## config.mk

```make
export PLATFORM = sky130hd
export DESIGN_NAME = u3v_leader_gen
export DESIGN_NICKNAME = d
export VERILOG_FILES = /design/src/rtl/u3v_leader_gen.sv
export SDC_FILE = /design/constraint.sdc
export NUM_CORES = 1
export LEC_CHECK = 0
export ABC_AREA = 1
export CORE_ASPECT_RATIO = 0.9
export CORE_UTILIZATION = 50
export DETAILED_ROUTE_END_ITERATION = 12
export PLACE_DENSITY = 0.8
export SLEW_MARGIN = 0
export SYNTH_ARGS = -nofsm -noshare
export SYNTH_HDL_FRONTEND = slang
export SYNTH_SLANG_ARGS = --single-unit
```

## constraint.sdc

```tcl
create_clock -name clk -period 2 [get_ports clk]
set_clock_uncertainty 0.05 [all_clocks]
set_input_delay 0.4 -clock clk [delete_from_list [all_inputs] [get_ports clk]]
set_output_delay 0.4 -clock clk [all_outputs]
set_load 0.02 [all_outputs]
```

## src/rtl/u3v_leader_gen.sv

```systemverilog
// U3V leader generator: emits the 13-word (52-byte) USB3 Vision leader,
// one 32-bit little-endian word per cycle, on each rising edge of the
// leader window flag. All fields come from a snapshot taken at leader start.
// Optional build macro: U3V_LEADER_TIMESTAMP_EN adds a 64-bit free-running
// timestamp counter; without it the timestamp words are zero.
module u3v_leader_gen #(
    parameter int DATA_WD     = 32,
    parameter int LONG_REG_WD = 64
) (
    input  logic                   clk,
    input  logic                   reset_n,
    input  logic                   i_leader_flag,
    input  logic                   i_chunk_mode_active,
    input  logic [LONG_REG_WD-1:0] iv_blockid,
    input  logic [31:0]            iv_pixel_format,
    input  logic [31:0]            iv_size_x,
    input  logic [31:0]            iv_size_y,
    input  logic [31:0]            iv_offset_x,
    input  logic [31:0]            iv_offset_y,
    input  logic [15:0]            iv_padding_x,
    output logic                   o_leader_valid,
    output logic [DATA_WD-1:0]     ov_leader_data
);

    localparam logic [1:0] IDLE     = 2'd0;
    localparam logic [1:0] SEND     = 2'd1;
    localparam logic [1:0] WAIT_LOW = 2'd2;

    localparam logic [3:0] LAST_WORD = 4'd12;

    logic [1:0]             state;
    logic [3:0]             word_cnt;
    logic                   flag_d;
    logic                   armed;
    logic                   leader_start;

    logic                   snap_chunk;
    logic [LONG_REG_WD-1:0] snap_blockid;
    logic [31:0]            snap_pixel_format;
    logic [31:0]            snap_size_x;
    logic [31:0]            snap_size_y;
    logic [31:0]            snap_offset_x;
    logic [31:0]            snap_offset_y;
    logic [15:0]            snap_padding_x;
    logic [LONG_REG_WD-1:0] snap_ts;

    logic [DATA_WD-1:0]     word;

    // flag_d alone would accept a flag already high at reset release;
    // armed requires the flag to be seen low once after reset.
    assign leader_start = (state == IDLE) && i_leader_flag && !flag_d && armed;

`ifdef U3V_LEADER_TIMESTAMP_EN
    logic [LONG_REG_WD-1:0] ts_cnt;

    // Free-running timestamp, wraps naturally at all-ones
    always_ff @(posedge clk) begin
        if (!reset_n) ts_cnt <= '0;
        else          ts_cnt <= ts_cnt + LONG_REG_WD'(1);
    end

    // Timestamp snapshot taken at leader start
    always_ff @(posedge clk) begin
        if (!reset_n)          snap_ts <= '0;
        else if (leader_start) snap_ts <= ts_cnt;
    end
`else
    assign snap_ts = '0;
`endif

    // Rising-edge detect on the leader window flag
    always_ff @(posedge clk) begin
        if (!reset_n) begin
            flag_d <= 1'b0;
            armed  <= 1'b0;
        end else begin
            flag_d <= i_leader_flag;
            if (!i_leader_flag) armed <= 1'b1;
        end
    end

    // Leader sequencing: IDLE -> SEND (13 words) -> WAIT_LOW / IDLE
    always_ff @(posedge clk) begin
        if (!reset_n) begin
            state    <= IDLE;
            word_cnt <= '0;
        end else begin
            case (state)
                IDLE: begin
                    word_cnt <= '0;
                    if (leader_start) state <= SEND;
                end
                SEND: begin
                    if (!i_leader_flag) begin
                        state    <= IDLE;
                        word_cnt <= '0;
                    end else if (word_cnt == LAST_WORD) begin
                        state    <= WAIT_LOW;
                        word_cnt <= '0;
                    end else begin
                        word_cnt <= word_cnt + 4'd1;
                    end
                end
                WAIT_LOW: begin
                    word_cnt <= '0;
                    if (!i_leader_flag) state <= IDLE;
                end
                default: begin
                    state    <= IDLE;
                    word_cnt <= '0;
                end
            endcase
        end
    end

    // Field snapshot so input changes during SEND do not disturb the packet
    always_ff @(posedge clk) begin
        if (!reset_n) begin
            snap_chunk        <= 1'b0;
            snap_blockid      <= '0;
            snap_pixel_format <= '0;
            snap_size_x       <= '0;
            snap_size_y       <= '0;
            snap_offset_x     <= '0;
            snap_offset_y     <= '0;
            snap_padding_x    <= '0;
        end else if (leader_start) begin
            snap_chunk        <= i_chunk_mode_active;
            snap_blockid      <= iv_blockid;
            snap_pixel_format <= iv_pixel_format;
            snap_size_x       <= iv_size_x;
            snap_size_y       <= iv_size_y;
            snap_offset_x     <= iv_offset_x;
            snap_offset_y     <= iv_offset_y;
            snap_padding_x    <= iv_padding_x;
        end
    end

    // Leader word map indexed by the word counter
    always_comb begin
        word = '0;
        case (word_cnt)
            4'd0:    word = 32'h4C56_3355;
            4'd1:    word = 32'h0034_0000;
            4'd2:    word = snap_blockid[31:0];
            4'd3:    word = snap_blockid[63:32];
            4'd4:    word = snap_chunk ? 32'h4001_0000 : 32'h0001_0000;
            4'd5:    word = snap_ts[31:0];
            4'd6:    word = snap_ts[63:32];
            4'd7:    word = snap_pixel_format;
            4'd8:    word = snap_size_x;
            4'd9:    word = snap_size_y;
            4'd10:   word = snap_offset_x;
            4'd11:   word = snap_offset_y;
            4'd12:   word = {16'h0000, snap_padding_x};
            default: word = '0;
        endcase
    end

    assign o_leader_valid = (state == SEND);
    assign ov_leader_data = o_leader_valid ? word : '0;

endmodule

```

* Word-level counts from Yosys, hierarchy flattened
Cells that the tools add are included.
Operators by class: $add $sub $neg 1, equal/unequal tests 15, multiplexer cells 8, bitwise logic cells 3, reductions and logical operators 8
Operator list (count):
- 32-bit case mux with 11 select lines | 1
- 32-bit 2-to-1 mux | 1
- 31-bit 2-to-1 mux | 1
- 4-bit == test, second input constant | 5
- 4-bit by 2-bit == test with 1-bit output, second input constant | 2
- 4-bit by 3-bit == test with 1-bit output, second input constant | 2
- 2-bit 2-to-1 mux | 4
- 2-bit case mux with 3 select lines | 1
- 4-bit by 1-bit adder with 4-bit output, second input constant | 1
- 4-bit by 1-bit == test with 1-bit output, second input constant | 1
- 4-bit zero test | 1
- 2-bit != test, second input constant | 2
- 4-bit OR reduction | 1
- 1-bit logical AND | 3
- 3-bit by 2-bit != test with 1-bit output, second input constant | 1
- 1-bit NOT | 3
- 3-bit AND reduction | 1
- 2-bit by 1-bit == test with 1-bit output, second input constant | 1
- 2-bit == test, second input constant | 1
- 2-bit zero test | 1
- 1-bit zero test | 1
Storage, ports and cells: register bits after elaboration 249, bits of input ports 244, word-level logic and storage cells 47

* Logic depth before layout (Yosys ltp)
word-level depth 6, mapped depth 11, gate-level depth less buffers 10

* Worst setup path before layout
OpenSTA, ideal clock, no wires.
path type register to output, from reg word_cnt[0], to out ov_leader_data[22], data arrival time 1.646 ns, required time 1.550 ns, setup slack -0.096 ns, stages on the path, launching flop included 10, cell sequence dfxtp_1 -> ha_1 -> buf_4 -> nand2_1 -> nor2_4 -> buf_2 -> nand2_1 -> nand2_1 -> nor2_1 -> a21oi_1
On the way: longest elaborated chain between the ends 3, elaborated cells between the ends (all ways) 13, classes of those cells eq/ne: 10; mux: 2; reduce/logical: 1
Ends and longest elaborated chain:
- start: declaration | line 32 | logic [3:0] word_cnt;
- start signal: assignment | line 101 | word_cnt <= word_cnt + 4'd1;
- 4-bit == test (tied with other cells) | line 142 | case (word_cnt)
- 32-bit case mux with 11 select lines * | line 142
- 32-bit 2-to-1 mux * | line 161 | assign ov_leader_data = o_leader_valid ? word : '0;
- end: declaration | line 22 | output logic [DATA_WD-1:0] ov_leader_data
Mark *: on every way between the ends. The rest lies on a longest branch, timed or not.

* Worst setup path after layout
from reg word_cnt[0], to out ov_leader_data[18]
The elaborated chain is that of the path after synthesis.

==> results_dict.tcl <==
set metrics [dict create \
    nNetsFinal 2194 \
    netlist_area_um2 11300 \
    slew_headroom_pct 67.4 \
    area_growth_pct 50.2 \
    cts.path.max_buffers 3 \
    synth.most_common_cell "nand2_1" \
    grt_pass1_vias 12203 \
    min_path_type "input port to register" \
    grt_pass1_wl_um 68400 \
    die-area_um2 23300 \
    start_kind "register" \
    arrival_ps 2180 \
    reg2reg_from "state[1]" \
    port_buffers 276 \
    drt_iter0_drc 1567 \
    postSynthAreaPerCell_um2 7.00 \
    dieWidth_um 161 \
    finalWorstSetupSlack_ps -625 \
    peakVddDrop_mv 0.530 \
    syn_nets 1867 \
    ys_seq_area_share_pct 44.0 \
    start_util_pct 51.6 \
    gp_congestion 0.971 \
    grt_remaining_overflow 0 \
    hold_violations 0 \
    h-tree-depth 1 \
    fillers 1589 \
    diodes 0 \
    tightest_slew_ps 490 \
    cap_violations 0 \
    end_kind "primary output" \
    finish.utilization_pct 77.6 \
    powerDensity_nw_per_um2 706 \
    synthCells 1619 \
    hold_start "reset_n" \
    crit_buf_inv 3 \
    die_y_um 145 \
    slowest_stage "dfxtp_4" \
    dp.cells 2191 \
    antenna_found_initial 2 \
    violations "setup timing" \
    wl_per_cell_um 21.0 \
    io_pins 277 \
    synth_cell_type_count 23 \
    critPathMaxFanout 6 \
    cp_common_cell "nand2_2" \
    clkLatencyLatePin_ps 540 \
    layout.cells.non_filler 2256 \
    synth_top_area_share_pct 44.0 \
    synth_edf_count 0 \
    rows 51 \
    numClockSinks 249 \
    stdcell_area_um2 17000 \
    ys_warn_count 0 \
    yosys_register_bits 249 \
    finalCritPeriodShare_pct 131 \
    num_vias 13216 \
    grt_max_degree 105 \
    slew_violations 0 \
    outcome "finished, violations left" \
    grt_util_all_layers_pct 38.8 \
    crit_required_ps 1550 \
    r2r_slack_ps 140 \
    worst_hold_slack_ps 235 \
    leakage_nw 6.45 \
    coreArea_um2 22000 \
    fmax_mhz 381 \
    clk_pin_slew_ps 60 \
    drt_wl_total_um 47300 \
    synth_area_leaders "dfxtp_1 (44%), nand2_1 (13%), a21oi_1 (12%), nand3_1 (10%), nand4_1 (3.6%)" \
    numCtsBuffers 26 \
    dr.pass1.iters 8 \
    cts_tree "yes" \
    crit_type "register to primary output" \
    dpl-instance-area_um2 15300 \
    max_stage_delay_ps 400 \
    synth_flop_cell "dfxtp_1" \
    rsz0062_at_grt "yes" \
    synthArstFlopShare_pct 0 \
    worstPathCellList "ha_4 > nand2_4 > nor2_4 > buf_8 > buf_6 > nand2_2 > nand2_2 > nor2_2 > a21oi_2 > buf_4" \
    yosysTopAreaCell "dfxtp_1" \
    avgViaCountPerCell 5.86 \
    period_minus_slack_ps 2630 \
    drive_above_1_share_pct 18.9 \
    tns_ps -18010 \
    root_buffer "clkbuf_16" \
    synthTopCellsByCount "nand2_1 (385), a21oi_1 (268), dfxtp_1 (249)" \
    setup_viol 32 \
    hpwlAfterDp_um 34500 \
    critPathLaunch "word_cnt[0]" \
    drc 0 \
    path_delay_family "buffers and inverters" \
    postRouteAntennaNets 0 \
]
==> per-stage QoR <==
| step | power, mW | setup slack [ps] |
|---|---|---|
| after floorplan | 5.97 | 5.83 |
| after global placement | 6.81 | -864 |
| after detailed placement | 6.83 | -846 |
| after CTS | 12.0 | -594 |
| after global routing | 12.3 | -684 |
| final | 12.0 | -625 |
==> worst reg2reg max path, delay by kind of cell, from the launching register on <==
| family | cells | cell delay [ps] |
|---|---|---|
| compound gates | 1 | 230 |
| buf+inv | 2 | 530 |
| simple gates | 2 | 660 |
| flops | 1 | 340 |
==> sequential cells by signal, summed over array words and instances, names as in the netlist <==
signal / flops
snap_blockid: 64
snap_offset_x: 32
snap_offset_y: 32
snap_pixel_format: 32
snap_size_x: 32
snap_size_y: 32
snap_padding_x: 16
word_cnt: 4
state: 2
armed: 1
flag_d: 1
snap_chunk: 1
==> cell families after synthesis <==
kind of cell | after synthesis | synth area share, %
compound gates | 358 | 15.8
xor+xnor | 1 | 0.0773
fa+ha+maj | 4 | 0.442
buf+inv | 226 | 9.13
flops | 249 | 44.0
simple gates | 781 | 30.6
==> cells in the final DEF, fill, tap and decap left out, types with 10 or more instances in the layout <==
master	n
nand2_1	348
a21oi_1	245
dfxtp_1	245
clkdlybuf4s50_1	242
nand3_1	224
buf_4	116
inv_1	74
nand4_1	65
nor2_1	58
o21ai_0	47
o21ai_1	38
buf_6	37
buf_12	32
clkbuf_16	29
nand2_2	25
a21oi_2	23
nor2_2	21
nand2_4	12
nor2_4	11
nand3_2	10
==> report_power, final <==
group	internal (mW)	switching, mW
registers	5.16	0.133
logic	0.762	0.731
clock network	3.20	2.03
total	9.13	2.89
==> layout make-up <==
| cell class | instances | area, um^2 | share of cell area, % |
|---|---|---|---|
| Multi-Input combinational cell | 1144 | 5830 | 34.3 |
| Inverter | 85 | 348 | 2.04 |
| Tap cell | 291 | 364 | 2.14 |
| Clock inverter | 8 | 144 | 0.845 |
| Sequential cell | 249 | 5000 | 29.4 |
| Clock buffer | 39 | 781 | 4.59 |
| Timing Repair Buffer | 440 | 4560 | 26.8 |
==> timing repair <==
action	4_1_cts	5_1_grt
hold buffers	0	0
endpoints found under the setup margin	33	33
gates resized for setup	261	112
pin swaps	23	50
endpoints found under the hold margin	0	0
setup buffers	9	4
gates cloned	3	3
==> worst paths after layout <==
path	endpoint	cells past startpoint
worst max-delay path	ov_leader_data[18]	10
worst min-delay path	flag_d	3
worst max register to register	snap_pixel_format[0]	5
worst min register to register	snap_pixel_format[7]	2
==> metal layers <==
layer | track usage [%] | vias up | wire length (um)
met4 | 17.1 | 2 | 2270
met5 | 0 | - | 13
li1 | - | 6078 | -
met3 | 8.61 | 143 | 5540
met1 | 51.1 | 6133 | 18700
met2 | 61.2 | 860 | 20800
No activity file was read; power rests on OpenSTA's default activity.
